--- config.mk ---
export PLATFORM = sky130hd
export DESIGN_NAME = fetch_queue
export DESIGN_NICKNAME = d
export VERILOG_FILES = /design/src/rtl/fetch_queue.sv
export SDC_FILE = /design/constraint.sdc
export NUM_CORES = 1
export LEC_CHECK = 0
export BUFFER_PORTS_ARGS = -buffer_cell sky130_fd_sc_hd__buf_4
export CAP_MARGIN = 0
export CORE_MARGIN = 10
export CORE_UTILIZATION = 35
export DETAILED_ROUTE_END_ITERATION = 8
export SYNTH_ARGS = -nofsm -noshare
export SYNTH_HDL_FRONTEND = slang
export SYNTH_SLANG_ARGS = --single-unit
--- constraint.sdc ---
create_clock -name clk -period 4.8 [get_ports clk]
set_input_delay 0.48 -clock clk [delete_from_list [all_inputs] [get_ports clk]]
set_output_delay 0.48 -clock clk [all_outputs]
set_load 0.005 [all_outputs]
--- src/rtl/fetch_queue.sv ---
// Prefetching fetch stage: fetches sequential instructions from ROM into a FIFO
// of {instruction, PC} pairs for decode. Optional FETCH_QUEUE_PERF_EN adds stall/flush counters.
module fetch_queue #(
    parameter int                DATA_W    = 32,
    parameter int                ADDR_W    = 32,
    parameter int                DEPTH     = 4,
    parameter int                ADDR_STEP = 4,
    parameter logic [ADDR_W-1:0] RESET_PC  = '0
) (
    input  logic                   clk,
    input  logic                   reset,
    input  logic                   redirect,
    input  logic [ADDR_W-1:0]      redirectPc,
    output logic                   triggerOutM,
    output logic [ADDR_W-1:0]      addrOutM,
    input  logic                   readyInM,
    input  logic [DATA_W-1:0]      dataInM,
    output logic                   readyOut,
    output logic [DATA_W-1:0]      dataOut,
    output logic [ADDR_W-1:0]      pcOut,
    input  logic                   triggerIn,
`ifdef FETCH_QUEUE_PERF_EN
    output logic [31:0]            stallCnt,
    output logic [15:0]            flushCnt,
`endif
    output logic [$clog2(DEPTH):0] count
);

    localparam int PTR_W = $clog2(DEPTH);
    localparam int CNT_W = PTR_W + 1;
    localparam logic [CNT_W-1:0] DEPTH_C = CNT_W'(DEPTH);

    typedef enum logic {
        IDLE,
        REQ
    } state_t;

    function automatic logic [ADDR_W-1:0] pc_step(input logic [ADDR_W-1:0] pc);
        return pc + ADDR_W'(ADDR_STEP);
    endfunction

    state_t            state_p1, state_p0;
    logic [ADDR_W-1:0] fetch_pc_p1, fetch_pc_p0;
    logic [ADDR_W-1:0] req_addr_p1, req_addr_p0;
    logic              discard_p1, discard_p0;
    logic [CNT_W-1:0]  count_p1, count_p0;
    logic [PTR_W-1:0]  wr_ptr_p1, rd_ptr_p1;
    logic              vld_p1;
    logic              ack_p0, push_p0, pop_p0;

    logic [DATA_W-1:0] mem_data_p1 [DEPTH];
    logic [ADDR_W-1:0] mem_pc_p1   [DEPTH];

    assign vld_p1 = (count_p1 != '0);

    // Stage 0: handshake decode, occupancy and fetch-state next values
    always_comb begin
        ack_p0      = (state_p1 == REQ) && readyInM;
        push_p0     = ack_p0 && !discard_p1 && !redirect;
        pop_p0      = vld_p1 && triggerIn && !redirect;
        count_p0    = redirect ? '0 : count_p1 + CNT_W'(push_p0) - CNT_W'(pop_p0);
        fetch_pc_p0 = fetch_pc_p1;
        discard_p0  = discard_p1;
        req_addr_p0 = req_addr_p1;
        state_p0    = state_p1;

        // A dropped response must not advance the PC: it already points at the redirect target.
        if (ack_p0) begin
            if (!discard_p1) begin
                fetch_pc_p0 = pc_step(fetch_pc_p1);
            end
            discard_p0 = 1'b0;
        end

        // An outstanding ROM request cannot be withdrawn, so its response is marked for dropping.
        if (redirect) begin
            fetch_pc_p0 = redirectPc;
            if ((state_p1 == REQ) && !readyInM) begin
                discard_p0 = 1'b1;
            end
        end

        // The in-flight request already owns a slot, so a new one needs count_p0 < DEPTH.
        case (state_p1)
            IDLE: begin
                if (count_p0 < DEPTH_C) begin
                    state_p0    = REQ;
                    req_addr_p0 = fetch_pc_p0;
                end
            end
            REQ: begin
                if (readyInM) begin
                    if (count_p0 < DEPTH_C) begin
                        state_p0    = REQ;
                        req_addr_p0 = fetch_pc_p0;
                    end else begin
                        state_p0 = IDLE;
                    end
                end
            end
            default: state_p0 = IDLE;
        endcase
    end

    // Stage 1: registered control state
    always_ff @(posedge clk) begin
        if (reset) begin
            state_p1    <= IDLE;
            fetch_pc_p1 <= RESET_PC;
            req_addr_p1 <= RESET_PC;
            discard_p1  <= 1'b0;
            count_p1    <= '0;
            wr_ptr_p1   <= '0;
            rd_ptr_p1   <= '0;
        end else begin
            state_p1    <= state_p0;
            fetch_pc_p1 <= fetch_pc_p0;
            req_addr_p1 <= req_addr_p0;
            discard_p1  <= discard_p0;
            count_p1    <= count_p0;
            if (redirect) begin
                wr_ptr_p1 <= '0;
                rd_ptr_p1 <= '0;
            end else begin
                if (push_p0) begin
                    wr_ptr_p1 <= wr_ptr_p1 + PTR_W'(1);
                end
                if (pop_p0) begin
                    rd_ptr_p1 <= rd_ptr_p1 + PTR_W'(1);
                end
            end
        end
    end

    always_ff @(posedge clk) begin
        if (push_p0) begin
            mem_data_p1[wr_ptr_p1] <= dataInM;
            mem_pc_p1[wr_ptr_p1]   <= req_addr_p1;
        end
    end

    assign triggerOutM = (state_p1 == REQ);
    assign addrOutM    = req_addr_p1;
    assign readyOut    = vld_p1;
    assign dataOut     = mem_data_p1[rd_ptr_p1];
    assign pcOut       = mem_pc_p1[rd_ptr_p1];
    assign count       = count_p1;

`ifdef FETCH_QUEUE_PERF_EN
    function automatic logic [31:0] sat_inc32(input logic [31:0] v);
        return (v == '1) ? v : v + 32'd1;
    endfunction

    function automatic logic [15:0] sat_inc16(input logic [15:0] v);
        return (v == '1) ? v : v + 16'd1;
    endfunction

    always_ff @(posedge clk) begin
        if (reset) begin
            stallCnt <= '0;
            flushCnt <= '0;
        end else begin
            if (!vld_p1 && triggerIn) begin
                stallCnt <= sat_inc32(stallCnt);
            end
            if (redirect) begin
                flushCnt <= sat_inc16(flushCnt);
            end
        end
    end
`endif

endmodule

==> impl_results.md, run 1 <==
- Post-synthesis simple-gate area fraction: a little over 8%
- Postcts setup bufs: 0
- DP Area: roughly 0.015 mm^2
- Worst setup path endpoint: addrOutM[8]
- Vias post-DR: 7200
- Maximum Capacitance Violations: 0
- Final net count: 994
- Number of fillers in the final layout: between 3000 and 4000
- Synthesized area per cell: roughly 17 um^2
- Area growth from synthesis to layout: 23.2%
- Crit-path slowest cell: xor3_1
- Worst reg2reg setup slack: 1.44 ns
- Final clock skew: 0.0235 ns
- Status: finished clean
- TritonCTS sink count: approximately 330
- Area of the multi-input gates: 0.00343 mm^2
- WP data required: 5.18 ns
- Most used cell, CP: ha_1
- Crit start category: flip-flop
- Ant diodes: 0
- Area of the core: between 0.03 and 0.04 mm^2
- Die height: 212 um
- PwrDens: 397 mW/mm^2
- HP Start: dataInM[11]
- Placed cell count: 1346
- Synth Flop Type: edfxtp_1
- Post-synth ARST share: 0%
- Antenna viol nets, final: 0
- Worst vdd ir: approximately 0.00018 V
- Final setup fails: 0
- Setup CP Type: reg -> reg
- CP Cell Sequence: or3_1, and3b_1, ha_1, inv_1, ha_1, fa_1, xor3_1, o21ai_4, buf_4, or2_0, o21ai_0
- Initial antenna violation count: 0
- Final core utilization: 43.5%
- Register clock-pin slew on the reported worst setup and hold paths: 0.06 ns
- Vias/cell: 5.10
- Crit path time final: about 3.4 ns
- Largest net degree at the start of global routing: 89
- GPL Wtd Cong: 0.741
- Mux share of post-synthesis cell area: 12.6%
- Clock Latency Late Sink: 0.53 ns
- Final Hold Fails: 0
- Fin crit share: 70.0%
- Vias in the first global route: roughly 7600
- I/O pin cnt: 170
- First-pass GRT wire length: between 40 and 50 mm
- CTS resizes: 0
- First-pass iteration count of the detailed router: 5
- Reg2reg path depth: 11
- Residual DRC: 0
- Compound-gate portion of the synthesized area: 3.80%
- Crit path from: count[0]
- Adder-cell share of the synthesized area: less than 1%
- Share of layout cells above drive strength 1: about a third
- Initial DRC count: 416
- CTS buffer count: 37
- Initial Utilization: 35.3%
- XOR/XNOR Fraction of Synth Area: 1.21%
- Crit path largest cell delay: 0.44 ns
- Worst Max-Slew Pin Slew: 0.887 ns
- Die ar.: roughly 0.045 mm^2
- Yosys warns: 0
- CTS HTree Levels: 2
- GRT Util Overall: a little over an eighth
- Type of the most critical hold path: in -> reg
- Crit path capture type: flip-flop
- Mapped Area: 0.0129 mm^2
- #FFs+latches synth: 331
- Root buf cell: clkbuf_16
- FF-to-FF End: addrOutM[8]
- Leak pwr: roughly 0.0054 uW
- Clock buffer depth: 3
- Cts hold-fix bufs: 0
- Die Width: 212 um
- Number of port buffers: 169
- Hpwl dp: about 19 mm
- Distinct cells, synth: 52
- Rel. slew slack: between 40% and 50%
- Post-synth EDFFs: 256
- Unrepaired setup endpoints after global routing: no
- Cell count of the worst hold path: 1
- Fin cells: 1413
- Dominant combinational cell family by area after synthesis: multiplexers
- Setup TNS: 0 ns
- CP Max Fanout: 25
- Max Transition Viols Final: 0
- FMAX: roughly 300 MHz
- Post-route cell area: between 0.015 and 0.02 mm^2
- Post-Route WL: between 20 and 30 mm
- Total gr overflow: 0
- Post-Syn Nets: around 800
- WP data arrival: 3.74 ns
- Routed length per placed instance: 21.2 um
- Row Count: 70
- FF/Latch Area: 0.00920 mm^2
- CTS tree: yes
- Synthesized instance count: 744
- Sequential area share after synthesis: 71.4%
- Worst r2r src: count[0]
-- critical path, delay by kind of cell (launching register included) --
| kind | cells | cell delay [ns] |
|---|---|---|
| compound gates | 2 | 0.29 |
| xor+xnor | 1 | 0.44 |
| fa+ha+maj | 3 | 0.86 |
| buf+inv | 2 | 0.34 |
| flops | 1 | 0.32 |
| simple gates | 3 | 0.98 |
-- area by class of cell --
| class | count | share of cell area (%) |
|---|---|---|
| timing repair buffer | 178 | 8.51 |
| tap | 468 | 3.69 |
| sequential | 331 | 58.0 |
| multi-input combinational | 347 | 21.7 |
| inverter | 22 | 0.521 |
| clock inverter | 16 | 0.805 |
| clock buffer | 51 | 6.77 |
-- where the power goes --
part,total (uW),leakage (uW),switching (uW),internal (uW)
clock network,2750,0.000589,1090,1670
logic,310,0.00188,150,160
registers,3230,0.00296,66.9,3160
-- metal layers --
metal | vias up | wire length (um) | global-route usage [%]
met2 | 178 | 14200 | 21.1
met3 | 29 | 1840 | 3.64
met1 | 3702 | 13600 | 17.8
met4 | 0 | 384 | 3.03
met5 | - | 0 | 0
li1 | 3291 | - | -
-- placed cells by master, fill, tap and decap left out, types with 7 or more instances in the layout --
cell type,instances
o21ai_0,14
nor2_1,24
o31a_1,7
mux4_2,64
o41ai_1,11
nand3_1,7
ha_1,7
a21oi_1,12
clkbuf_1,8
nand2_1,14
inv_1,22
nor4_1,12
clkbuf_16,40
nand3b_1,21
nor2b_1,20
edfxtp_1,256
clkinv_1,8
xnor2_1,9
mux2i_1,13
nand4_1,8
buf_4,177
nor3_1,38
o21a_1,7
dfxtp_1,73
-- per-stage QoR --
| stage | setup WS [ns] | hold WS [ns] | power, uW |
|---|---|---|---|
| floorplan | 1.14 | 0.456 | 3410 |
| global placement | 1.41 | 0.470 | 3600 |
| detailed placement | 1.32 | 0.482 | 3610 |
| CTS | 1.41 | 0.133 | 6390 |
| global route | 1.16 | 0.141 | 6530 |
| finish | 1.44 | 0.169 | 6290 |
-- synthesized netlist by cell type (2+ instances only) --
| master | number | area share (%) |
|---|---|---|
| nand4_1 | 8 | 0.39 |
| o31a_1 | 7 | 0.48 |
| inv_1 | 22 | 0.64 |
| dfxtp_1 | 75 | 12 |
| mux2_2 | 4 | 0.35 |
| xor2_1 | 6 | 0.41 |
| nor2_1 | 24 | 0.70 |
| nor4_1 | 12 | 0.58 |
| edfxtp_1 | 256 | 60 |
| nand2_1 | 14 | 0.41 |
| nand2b_1 | 3 | 0.15 |
| buf_1 | 9 | 0.26 |
| o221a_2 | 2 | 0.17 |
| nor3_1 | 38 | 1.5 |
| clkbuf_1 | 30 | 0.88 |
| mux4_2 | 64 | 11 |
| o41ai_2 | 2 | 0.25 |
| buf_6 | 2 | 0.17 |
| nor2b_1 | 20 | 0.97 |
| xnor2_1 | 9 | 0.61 |
| nor4_2 | 4 | 0.39 |
| o21ai_0 | 14 | 0.54 |
| o21a_1 | 7 | 0.41 |
| o41ai_1 | 11 | 0.75 |
| nor3b_1 | 5 | 0.29 |
| a21oi_1 | 12 | 0.47 |
| nand3b_1 | 21 | 1.2 |
| and2_1 | 4 | 0.19 |
| buf_2 | 3 | 0.12 |
| o31a_2 | 6 | 0.47 |
| ha_1 | 7 | 0.68 |
| mux2i_1 | 13 | 1.0 |
| and4_1 | 2 | 0.14 |
| nand3_1 | 7 | 0.27 |
| or3_1 | 3 | 0.15 |
| or4_4 | 2 | 0.17 |
-- how the worst min path moves through the flow --
| stage | to | slack (ns) |
|---|---|---|
| after floorplan | fetch_pc_p1[0] | 0.46 |
| after global placement | fetch_pc_p1[1] | 0.47 |
| after detailed placement | fetch_pc_p1[0] | 0.48 |
| after CTS | mem_data_p1[0][4] | 0.13 |
| after global routing | mem_data_p1[0][11] | 0.14 |
| final | mem_data_p1[0][11] | 0.17 |
-- kinds of logic after synthesis --
group / count (synthesis)
XOR/XNOR: 16
multiplexers: 81
adder cells (fa/ha/maj): 8
AND/OR/NAND/NOR: 176
AO/OA/AOI/OAI: 66
buffers and inverters: 66
flip-flops: 331
-- flip-flops by register name, summed over array words and instances (netlist names), named ones only --
register and flops:
fetch_pc_p1 32, count 3, addrOutM 32, rd_ptr_p1 2, wr_ptr_p1 2, mem_data_p1 128
mem_pc_p1 128, triggerOutM 1
Note: power is estimated with default switching activity, not from simulation.
==> run 2: changes to the inputs <==
clock period = 3.25 ns   (was 4.8 ns; I/O delays follow)
==> impl_results.md, run 2 (synthesis gave the netlist of run 1 again) <==
- Register clock-pin slew on the reported worst setup and hold paths: around 0.06 ns
- Initial antenna violation count: 0
- Setup TNS: 0 ns
- Final setup fails: 0
- Status: finished clean
- Row Count: 70
- Fin cells: 1447
- Most common cell after layout, fill and taps aside: edfxtp_1
- Routed length per placed instance: slightly above 20 um
- Fin crit share: about 90%
- Most frequent cells in the layout: edfxtp_1, buf_4, dfxtp_1
- First-pass GRT wire length: 46.2 mm
- Crit path capture type: flip-flop
- Vias post-DR: just over 7000
- CP Max Fanout: 23
- Initial DRC count: approximately 370
- Part of the power in registers: 52.3%
- Final net count: 1031
- Crit path from: count[0]
- I/O pin cnt: between 150 and 200
- Final clock skew: 0.0165 ns
- Max Transition Viols Final: 0
- Residual DRC: 0
- GPL Wtd Cong: 0.751
- Total gr overflow: 0
- Area growth from synthesis to layout: 26.0%
- Type of the most critical hold path: in -> reg
- Antenna viol nets, final: 0
- Post-route cell area: 0.0162 mm^2
- Initial Utilization: about a third
- CTS buffer count: 36
- Rel. slew slack: 40.5%
- Number of fillers in the final layout: 3212
- Unrepaired setup endpoints after global routing: no
- Top delay family on crit path: adder cells
- Worst r2r src: count[0]
- P_sw: 1930 uW
- WP data arrival: 3.42 ns
- Worst Path Buf+Inv: 3
- GRT Util Overall: 13.3%
- Biggest regs: mem_data_p1: 128 flops, mem_pc_p1: 128 flops
- Area of the core: 0.0364 mm^2
- Crit-path slowest cell: or3_1
- Vias in the first global route: 7747
- CP Cell Sequence: or3_1, and3b_1, ha_1, inv_1, ha_1, fa_1, xor3_2, o21ai_4, buf_12, buf_12, o21ai_0, o221a_2
- CTS tree: yes
- Die ar.: 0.0448 mm^2
- Clock Latency Late Sink: 0.52 ns
- Switching share of power: 21.1%
- Gate power share: 5.5%
- Vias/cell: 5.01
- Number of port buffers: 169
- Crit path time final: 3.02 ns
- HP Start: dataInM[20]
- Final Hold Fails: 0
- DP Area: between 0.01 and 0.015 mm^2
- Ant diodes: 0
- Die height: 212 um
- Root buf cell: clkbuf_16
- TritonCTS sink count: 331
- Worst Max-Slew Pin Slew: 0.885 ns
- Crit start category: flip-flop
- Crit path largest cell delay: 0.39 ns
- Share of layout cells above drive strength 1: 33.4%
- CTS HTree Levels: 2
- Post-Route WL: 29.9 mm
- Internal Power: 7190 uW
- Placed cell count: 1352
- Maximum Capacitance Violations: 0
- Worst vdd ir: between 0.0002 and 0.0003 V
- Clock buffer depth: 3
- Setup CP Type: reg -> reg
- Leak pwr: between 0.005 and 0.006 uW
- Die Width: 212 um
- Clock share of power: 42.2%
- Largest net degree at the start of global routing: 71
- First-pass iteration count of the detailed router: 4
- PwrDens: 562 mW/mm^2
- FMAX: 332 MHz
- Minimum hold slack: roughly 0.037 ns
- Hpwl dp: 19.5 mm
- WP data required: 3.66 ns
-- run 2: cell count changes in the layout (fill, tap and decap cells not counted), sizes merged --
cell,before,now
clkinv,13,12
buf,178,184
clkbuf,51,46
inv,23,25
dlygate4sd3,0,32
-- run 2: worst reg2reg max path, cell delays in order (launching register included) --
cell and delay, ns:
dfxtp_1 0.33, or3_1 0.39, and3b_1 0.23, ha_1 0.29, inv_1 0.04, ha_1 0.18, fa_1 0.37, xor3_2 0.28
o21ai_4 0.19, buf_12 0.18, buf_12 0.17, o21ai_0 0.11, o221a_2 0.16
-- run 2: worst paths after layout --
| path | endpoint | slack, ns | depth (start not counted) |
|---|---|---|---|
| setup / recovery | addrOutM[26] | 0.23 | 12 |
| hold / removal | mem_data_p1[3][20] | 0.04 | 1 |
| setup reg to reg | addrOutM[26] | 0.23 | 12 |
| hold reg to reg | fetch_pc_p1[1] | 0.49 | 2 |
-- run 2: per-stage QoR --
stage	utilization [%]	setup slack, ns	total power (uW)
global placement	40.6	0.150	5330
detailed placement	40.6	0.0898	5340
global route	44.5	0.0719	9470
finish	44.5	0.235	9110
floorplan	-	0.0202	5040
CTS	44.5	0.0582	9260
-- run 2: cell type report --
cell class                      instances  area (um^2)  share of cell area [%]
Sequential cell                       331         9200                    56.7
Multi-Input combinational cell        347         3440                    21.2
Timing Repair Buffer                  216         1810                    11.2
Clock buffer                           46          960                    5.92
Tap cell                              468          586                    3.61
Clock inverter                         17          140                   0.864
Inverter                               22         82.6                   0.509
-- run 2: what timing repair did --
| item | in CTS | in global routing |
|---|---|---|
| endpoints found under the setup margin | 0 | 17 |
| gates resized for setup | 0 | 1 |
| hold buffers | 32 | 0 |
| setup buffers | 0 | 0 |
| endpoints found under the hold margin | 125 | 0 |
-- run 2: power by group through the flow --
stage	clock network [uW]	logic [uW]	registers, uW
floorplan	0	217	4820
global placement	0	475	4860
detailed placement	0	479	4860
CTS	3980	512	4770
global route	4130	553	4780
finish	3850	501	4770
-- run 2: metal layers --
layer | GRT usage [%] | wire, um | vias to the layer above
met5 | 0 | 0 | -
met4 | 4.29 | 743 | 0
met3 | 3.71 | 1870 | 51
met2 | 21.6 | 14300 | 177
met1 | 17.0 | 13000 | 3656
li1 | - | - | 3370
==> run 3: changes to the inputs <==
CORE_UTILIZATION = 48   (was 35)
CTS_BUF_LIST = sky130_fd_sc_hd__clkbuf_4 sky130_fd_sc_hd__clkbuf_8   (was not set)
PLACE_DENSITY = 0.68   (was not set)
RECOVER_POWER = 50   (was not set)
==> impl_results.md, run 3 (synthesis gave the netlist of run 1 again) <==
- CTS HTree Levels: 2
- Fin crit share: between 90% and 100%
- Die Width: about 180 um
- Crit path capture type: flip-flop
- Final net count: 1054
- Routed length per placed instance: 20.4 um
- First-pass GRT wire length: 43.2 mm
- Final setup fails: 0
- Number of port buffers: 169
- Vias post-DR: 7308
- Total gr overflow: 0
- Met2 Usage GRT: 25.8%
- Vias in the first global route: just under 8000
- Area of the core: between 0.02 and 0.03 mm^2
- Post-Route WL: 27.5 mm
- Antenna viol nets, final: 0
- Setup TNS: 0 ns
- Area growth from synthesis to layout: 23.0%
- Vias/cell: 5.41
- Final Hold Fails: 0
- Crit path time final: 3.00 ns
- Cell count of the worst hold path: 3
- Grt met3 use: 4.31%
- Die height: 184 um
- CTS tree: yes
- Final clock skew: 0.0178 ns
- Clock buffer depth: 3
- Status: finished, violations left
- Type of the most critical hold path: in -> reg
- Leak pwr: ~0.0054 uW
- Failing checks: capacitance limit, slew limit
- Top Usage Layer GRT: met2
- Biggest regs: mem_data_p1: 128 flops, mem_pc_p1: 128 flops
- Minimum hold slack: 0.0484 ns
- Tot Pwr: 8640 uW
- Worst r2r src: count[0]
- Initial Utilization: about half
- Area of the multi-input gates: 0.00343 mm^2
- Most common cell after layout, fill and taps aside: edfxtp_1
- Residual DRC: 0
- TritonCTS sink count: 331
- Setup CP Type: reg -> reg
- Initial DRC count: 395
- Clock Latency Late Sink: 0.56 ns
- Rel. slew slack: -1.94%
- GRT Util Overall: 16.2%
- Hpwl dp: around 17 mm
- WP data required: 3.69 ns
- Share of layout cells above drive strength 1: a little under a third
- I/O pin cnt: 170
- Crit path from: count[0]
- PwrDens: around 550 mW/mm^2
- Worst vdd ir: 0.000291 V
- Root buf cell: clkbuf_8
- HP Start: redirectPc[20]
- Met1 global-route usage: 21.7%
- Worst Max-Slew Pin Slew: around 1.5 ns
- Crit start category: flip-flop
- Max Transition Viols Final: 28
- Maximum Capacitance Violations: 1
- GPL Wtd Cong: around 0.78
- WP data arrival: 3.44 ns
- Initial antenna violation count: 0
- Die ar.: between 0.03 and 0.04 mm^2
- First-pass iteration count of the detailed router: 5
- Ant diodes: 0
- Most frequent cells in the layout: edfxtp_1, buf_4, dfxtp_1
- FMAX: 334 MHz
- Number of fillers in the final layout: 2025
- Register clock-pin slew on the reported worst setup and hold paths: around 0.060 ns
- Largest net degree at the start of global routing: 73
- FF/Latch Area: between 0.009 and 0.01 mm^2
- Reg2reg path depth: 10
- CP Max Fanout: 11
- Unrepaired setup endpoints after global routing: no
- CTS buffer count: 53
- Row Count: 59
run 3: changes by cell type in the layout (fill, tap and decap cells not counted), moves of 2 or more:
| cell | before | now |
|---|---|---|
| bufinv_16 | 2 | 0 |
| inv_6 | 3 | 0 |
| clkbuf_16 | 37 | 1 |
| and2_4 | 4 | 2 |
| clkbuf_1 | 9 | 51 |
| clkbuf_8 | 0 | 57 |
| clkbuf_4 | 0 | 45 |
| buf_4 | 175 | 109 |
run 3: critical path: stages (launching register included):
cell and delay (ns):
dfxtp_1 0.33, or3_1 0.40, and3b_1 0.21, ha_1 0.28, inv_1 0.04, ha_1 0.18
fa_1 0.38, xor3_2 0.28, o21ai_4 0.26, buf_12 0.18, mux2_2 0.34
run 3: layout make-up:
cell class | count | area share [%]
sequential | 331 | 58.1
multi-input combinational | 347 | 21.7
timing repair buffer | 222 | 10.6
clock buffer | 83 | 6.19
tap | 335 | 2.65
inverter | 22 | 0.522
clock inverter | 12 | 0.340
run 3: power by group:
group	internal (uW)	switching, uW	leakage (uW)	total (uW)
Combinational	246	227	0.00189	473
Clock	1900	1510	0.000556	3410
Sequential	4670	95.6	0.00296	4760
run 3: path summary, 6_finish.rpt:
check	end	slack (ns)
worst max-delay path	addrOutM[14]	0.25
worst min-delay path	fetch_pc_p1[20]	0.05
worst max register to register	addrOutM[14]	0.25
worst min register to register	fetch_pc_p1[1]	0.51
run 3: per-layer routing:
metal	share of wire [%]	routed length, um	vias up
met4	1.6	444	0
met5	0	0	-
met3	6.1	1690	43
met2	46	12700	200
met1	46	12700	3645
li1	-	-	3420
run 3: metrics by stage:
step                      setup WS [ns]  cells  area [um^2]  utilization, %
final                             0.253   1352        15800            60.4
after global routing              0.117   1352        15800            60.4
after CTS                       0.00640   1349        16000            61.0
after detailed placement         0.0200   1221        14600            55.8
after global placement            0.102   1221        14600            55.8
after floorplan                  0.0202    744        12900               -
run 3: repair_timing:
action,CTS,global route
hold buffers,33,0
setup buffers,0,2
gates resized for setup,0,1
setup endpoints to repair,0,26
endpoints found under the hold margin,129,0
